$ cat src/rtl/quad_encoder_gen.sv
// quad_encoder_gen: quadrature encoder emulator.
// Accepts up/down step requests, keeps a signed saturating backlog and
// emits rate-limited single-step Gray transitions on q = {A, B}.
// Optional index marker is built when QUAD_ENCODER_GEN_INDEX_EN is defined.
module quad_encoder_gen #(
    parameter int bits  = 8,
    parameter int pbits = 8,
    parameter int dbits = 16
) (
    input  logic              clk,
    input  logic              rst,
    input  logic [1:0]        updown,
    input  logic              en,
    input  logic [dbits-1:0]  period,
    input  logic              clr_ovf,
    output logic [1:0]        q,
    output logic [bits-1:0]   pos,
    output logic [pbits-1:0]  pending,
    output logic              busy,
    output logic              overflow,
    output logic              index
);

    // Saturation bounds, computed two bits wider than the backlog so that
    // pending + req - emit can never wrap before it is clamped.
    localparam logic signed [pbits+1:0] pmax_c = {3'b000, {(pbits-1){1'b1}}};
    localparam logic signed [pbits+1:0] pmin_c = {3'b111, {(pbits-1){1'b0}}};

    // Phase to {A, B}: 0 -> 00, 1 -> 10, 2 -> 11, 3 -> 01.
    function automatic logic [1:0] phase_to_q(input logic [1:0] ph);
        logic [1:0] r;
        case (ph)
            2'd0:    r = 2'b00;
            2'd1:    r = 2'b10;
            2'd2:    r = 2'b11;
            2'd3:    r = 2'b01;
            default: r = 2'b00;
        endcase
        return r;
    endfunction

    logic [1:0]              phase_r;
    logic [1:0]              q_r;
    logic [bits-1:0]         pos_r;
    logic [pbits-1:0]        pending_r;
    logic [dbits-1:0]        div_cnt_r;
    logic                    overflow_r;

    logic                    edge_s;
    logic                    dir_up_s;
    logic [1:0]              phase_next_s;
    logic [bits-1:0]         pos_next_s;
    logic signed [pbits+1:0] pend_ext_s;
    logic signed [pbits+1:0] req_ext_s;
    logic signed [pbits+1:0] emit_ext_s;
    logic signed [pbits+1:0] sum_s;
    logic [pbits-1:0]        pending_next_s;
    logic                    clamp_s;

    // Edge decision and next-state arithmetic from registered values.
    always_comb begin
        edge_s       = 1'b0;
        dir_up_s     = ~pending_r[pbits-1];
        phase_next_s = phase_r;
        pos_next_s   = pos_r;
        req_ext_s    = '0;
        emit_ext_s   = '0;
        clamp_s      = 1'b0;
        pend_ext_s   = {{2{pending_r[pbits-1]}}, pending_r};

        if (en && (div_cnt_r == {dbits{1'b0}}) && (pending_r != {pbits{1'b0}})) begin
            edge_s = 1'b1;
        end else begin
            edge_s = 1'b0;
        end

        case (updown)
            2'b10:   req_ext_s = {{(pbits+1){1'b0}}, 1'b1};
            2'b01:   req_ext_s = {(pbits+2){1'b1}};
            default: req_ext_s = '0;
        endcase

        if (edge_s) begin
            if (dir_up_s) begin
                emit_ext_s   = {{(pbits+1){1'b0}}, 1'b1};
                phase_next_s = phase_r + 2'd1;
                pos_next_s   = pos_r + {{(bits-1){1'b0}}, 1'b1};
            end else begin
                emit_ext_s   = {(pbits+2){1'b1}};
                phase_next_s = phase_r - 2'd1;
                pos_next_s   = pos_r - {{(bits-1){1'b0}}, 1'b1};
            end
        end else begin
            emit_ext_s = '0;
        end

        sum_s = pend_ext_s + req_ext_s - emit_ext_s;

        // Emission always moves the backlog toward zero, so a clamp can only
        // ever be caused by a request that did not fit.
        if (sum_s > pmax_c) begin
            pending_next_s = pmax_c[pbits-1:0];
            clamp_s        = 1'b1;
        end else if (sum_s < pmin_c) begin
            pending_next_s = pmin_c[pbits-1:0];
            clamp_s        = 1'b1;
        end else begin
            pending_next_s = sum_s[pbits-1:0];
            clamp_s        = 1'b0;
        end
    end

    // Phase, outputs, backlog, divider and overflow state.
    always_ff @(posedge clk) begin
        if (rst) begin
            phase_r    <= 2'd0;
            q_r        <= 2'b00;
            pos_r      <= '0;
            pending_r  <= '0;
            div_cnt_r  <= '0;
            overflow_r <= 1'b0;
        end else begin
            phase_r   <= phase_next_s;
            q_r       <= phase_to_q(phase_next_s);
            pos_r     <= pos_next_s;
            pending_r <= pending_next_s;

            if (edge_s) begin
                div_cnt_r <= period;
            end else if (en && (div_cnt_r != {dbits{1'b0}})) begin
                div_cnt_r <= div_cnt_r - {{(dbits-1){1'b0}}, 1'b1};
            end else begin
                div_cnt_r <= div_cnt_r;
            end

            // A lost request beats a simultaneous clear.
            if (clamp_s) begin
                overflow_r <= 1'b1;
            end else if (clr_ovf) begin
                overflow_r <= 1'b0;
            end else begin
                overflow_r <= overflow_r;
            end
        end
    end

`ifdef QUAD_ENCODER_GEN_INDEX_EN
    logic index_r;

    // Index marker follows the position register to zero.
    always_ff @(posedge clk) begin
        if (rst) begin
            index_r <= 1'b1;
        end else begin
            index_r <= (pos_next_s == {bits{1'b0}});
        end
    end

    assign index = index_r;
`else
    assign index = 1'b0;
`endif

    assign q        = q_r;
    assign pos      = pos_r;
    assign pending  = pending_r;
    assign busy     = (pending_r != {pbits{1'b0}});
    assign overflow = overflow_r;

endmodule

$ cat config.mk
export PLATFORM = sky130hd
export DESIGN_NAME = quad_encoder_gen
export DESIGN_NICKNAME = d
export VERILOG_FILES = /design/src/rtl/quad_encoder_gen.sv
export SDC_FILE = /design/constraint.sdc
export NUM_CORES = 1
export LEC_CHECK = 0
export ABC_AREA = 1
export CAP_MARGIN = 25
export CELL_PAD_IN_SITES_DETAIL_PLACEMENT = 0
export CELL_PAD_IN_SITES_GLOBAL_PLACEMENT = 1
export CORE_MARGIN = 3
export CORE_UTILIZATION = 39
export CTS_CLUSTER_DIAMETER = 30
export CTS_CLUSTER_SIZE = 30
export DETAILED_ROUTE_END_ITERATION = 10
export PLACE_DENSITY = 0.79
export SLEW_MARGIN = 10
export SYNTH_ARGS = -nofsm -noshare
export SYNTH_HDL_FRONTEND = slang
export SYNTH_SLANG_ARGS = --single-unit
$ cat constraint.sdc
create_clock -name clk -period 4.67 [get_ports clk]
set_input_delay 1.1675 -clock clk [delete_from_list [all_inputs] [get_ports clk]]
set_output_delay 1.1675 -clock clk [all_outputs]
set_load 0.02 [all_outputs]
==> impl_metrics.py <==
metrics = {
    "route": {
        "drc": 0,
        "ant_nets": 0,
        "drt-wirelength-per-cell_um": 12.50,
        "drt_pass1_iterations": 4,
        "vias": 2817,
        "drt-vias-per-instance": 4.758,
        "wl_mm": 7.398,
        "drtIter0Drc": 83,
    },
    "min_path": {
        "whs_path_depth": 2,
        "hold_end": "pos[7]",
        "hold_class": "reg -> reg",
        "hold_start": "pos[7]",
    },
    "pwr": {
        "irDropWorstVdd_mv": 0.3670,
        "leakage_uw": 0.001770,
        "pwr_density_cell_nw_per_um2": 750.0,
        "power_uw": 2717,
    },
    "layout": {
        "postLayoutCoreUtil_pct": 48.89,
        "postLayoutCellArea_sq_um": 3622,
        "fin_nets": 546,
        "layout-drive-gt1-share_pct": 9.533,
        "n_antenna_cell": 0,
        "area_growth_pct": 18.79,
        "fillers": 753,
    },
    "sta": {
        "setup_viol": 0,
        "hold_viol": 0,
        "fin_setup_tns_ns": 0,
        "rsz0062_at_grt": "no",
        "max_freq_mhz": 238.8,
        "skew_ns": 0.01200,
        "fin_crit_sh_pct": 89.66,
        "finalMaxSlewViolations": 0,
        "min_period_ns": 4.187,
    },
    "clocking": {
        "cts_max_path_buffers": 2,
        "ctsHoldBuffers": 0,
        "cts_root_buffer": "clkbuf_8",
        "numCtsBuffers": 5,
        "clkTransAtPathRegs_ns": 0.07,
        "cts_setup_buffers": 0,
        "clk_latency_ns": 0.29,
        "htreeDepth": 2,
        "cts_tree": "built",
        "cts_resized": 0,
        "cts.sinks": 37,
    },
    "global_routing": {
        "overflow": 0,
        "grt_pass1_wl_mm": 12.52,
        "grt_max_degree": 28,
        "first_global_vias": 2692,
        "track_usage_pct": 17.42,
        "antenna_found_initial": 0,
    },
    "placed_design": {
        "hpwlAfterDp_mm": 5.825,
        "io_buffers": 41,
        "globalplace.congestion": 0.8745,
        "place_area_sq_um": 3548,
    },
    "critical_path": {
        "path_cells": "clkdlybuf4s50_1 > inv_1 > nor2_1 > nand2_2 > nor2_1 > inv_1 > fa_1 > inv_1 > fa_1 > inv_1 > nand3_1 > nand2_1 > nand2_1 > nand2_1 > nand2_1 > nand2_1 > nand2_1 > nand2_1 > nand2_1 > o21ai_0",
        "cp_common_cell": "nand2_1",
        "criticalPathCategory": "in -> reg",
        "reg2reg_from": "div_cnt_r[0]",
        "critPathLaunchType": "input port",
        "arrival_ns": 4.39,
        "path_buf_inv": 5,
        "regToRegSetupSlack_ns": 1.08,
        "required_ns": 4.87,
        "crit_family": "simple AND/OR/NAND/NOR gates",
        "endpoint_kind": "register",
        "r2r-end": "pending[2]",
        "rr_worst_depth": 22,
        "cpMaxStageDelayCell": "clkdlybuf4s50_1",
        "path_max_fanout": 7,
        "critical-path-max-stage-delay_ns": 0.57,
    },
    "floorplanning": {
        "dieArea_sq_um": 8915,
        "fp.dieH_um": 94.42,
        "ios": 43,
        "core_area_sq_um": 7408,
        "initial_utilization_pct": 41.16,
        "die_w_um": 94.42,
        "rows": 31,
    },
    "synthesis": {
        "synth_top_family_by_area": "simple AND/OR/NAND/NOR gates",
        "yosys.cell_types.count": 43,
        "syn-num-nets": 502,
        "yosysWarnings": 0,
        "synth-adder-area-share_pct": 14.28,
        "synthesis.area_sq_um": 3049,
        "synthMuxAreaShare_pct": 0,
        "ys_seq_elements": 37,
        "syn_area_per_cell_sq_um": 6.776,
        "syn_inst": 450,
        "synthSimpleGateAreaFrac_pct": 34.47,
        "synth-compound-area-share_pct": 12.47,
        "synth_edf_count": 0,
        "synth_ff_type": "dfxtp_1",
        "synth-async-reset-ratio_pct": 0,
        "seq_area_frac_synth_pct": 24.29,
        "synth_xor_area_share_pct": 4.842,
    },
    "outcome": {
        "outcome": "finished, final reports clean",
    },
    "flow_run": {
        "cap_violations": 0,
    },
}
[tightest hold or removal path, stage by stage (launching register included)]
cell and delay [ns]:
dfxtp_1 0.33, nand2_1 0.07, a21oi_1 0.06
[sequential cells by signal, indices dropped and copies added, names as in the netlist]
register,flops
phase_r,2
overflow,1
q,2
pos,8
div_cnt_r,16
pending,8
[cell usage in the layout, fill, tap and decap left out, types with 5 or more instances in the layout]
cell,synthesis,layout
nand2_1,138,138
nand3_1,23,23
fa_1,8,8
ha_1,22,22
dfxtp_1,37,37
nand2_2,7,7
clkbuf_8,0,5
clkdlybuf4s50_1,0,41
buf_4,1,5
xor2_1,11,11
nor2_1,42,42
nor2_2,5,5
o21ai_0,17,17
a21oi_1,32,32
inv_1,54,54
[synth_stat cells (4+ instances only)]
library cell / number / area (sq um)
nand2_1: 138 / 518.0
inv_1: 54 / 202.7
nor2_1: 42 / 157.7
dfxtp_1: 37 / 740.7
a21oi_1: 32 / 160.2
nand3_1: 23 / 115.1
ha_1: 22 / 275.3
o21ai_0: 17 / 85.08
xor2_1: 11 / 96.34
fa_1: 8 / 160.2
nand2_2: 7 / 43.79
nor2_2: 5 / 31.28
nand4_1: 4 / 25.02
o21ai_2: 4 / 35.03
xnor2_1: 4 / 35.03
[through the flow]
stage | hold WS (ns) | setup slack [ns] | instances
4_1_cts | 0.5127 | 0.5048 | 592
2_1_floorplan | 0.4656 | 0.8102 | 450
5_1_grt | 0.5401 | 0.1932 | 592
3_3_place_gp | 0.4912 | 0.3216 | 586
3_5_place_dp | 0.5014 | 0.2176 | 586
6_report | 0.5110 | 0.4828 | 592
[worst max path at each step]
stage                     start    endpoint  slack [ns]  cells after the start
after floorplan              en  pending[2]        0.81                     20
after global placement       en  pending[3]        0.32                     20
after detailed placement     en  pending[2]        0.22                     20
after CTS                    en  pending[2]        0.50                     20
after global routing         en  pending[2]        0.19                     20
final                        en  pending[2]        0.48                     20
[cells by family after synthesis]
family,Yosys count
AND/OR/NAND/NOR,234
buffers and inverters,67
AO/OA/AOI/OAI,65
flip-flops,37
adder cells (fa/ha/maj),30
XOR/XNOR,16
other,1
[cell type report]
class,count,area [sq um],area share [%]
clock buffers,5,68.82,1.900
well taps,99,123.9,3.420
flip-flops and latches,37,740.7,20.45
multi-input cells,346,2018,55.72
clock inverters,1,5.005,0.1382
repair buffers,46,447.9,12.37
inverters,58,217.7,6.010
[layer usage]
layer | routed length [um] | share of wire, % | up-vias | GRT usage [%]
met3 | 326 | 4.4 | 4 | 2.709
met1 | 3832 | 52 | 1249 | 24.94
met4 | 55 | 0.74 | 0 | 3.610
li1 | - | - | 1513 | -
met2 | 3183 | 43 | 51 | 27.72
met5 | 0 | 0 | - | 0
[power by group]
part	switching (uW)	total (uW)	internal (uW)	leakage [uW]
registers	120	557	437	0.000304
clock network	112	211	98.3	0.0000399
logic	1180	1950	766	0.00143
Power figures use the tool's default switching activity.
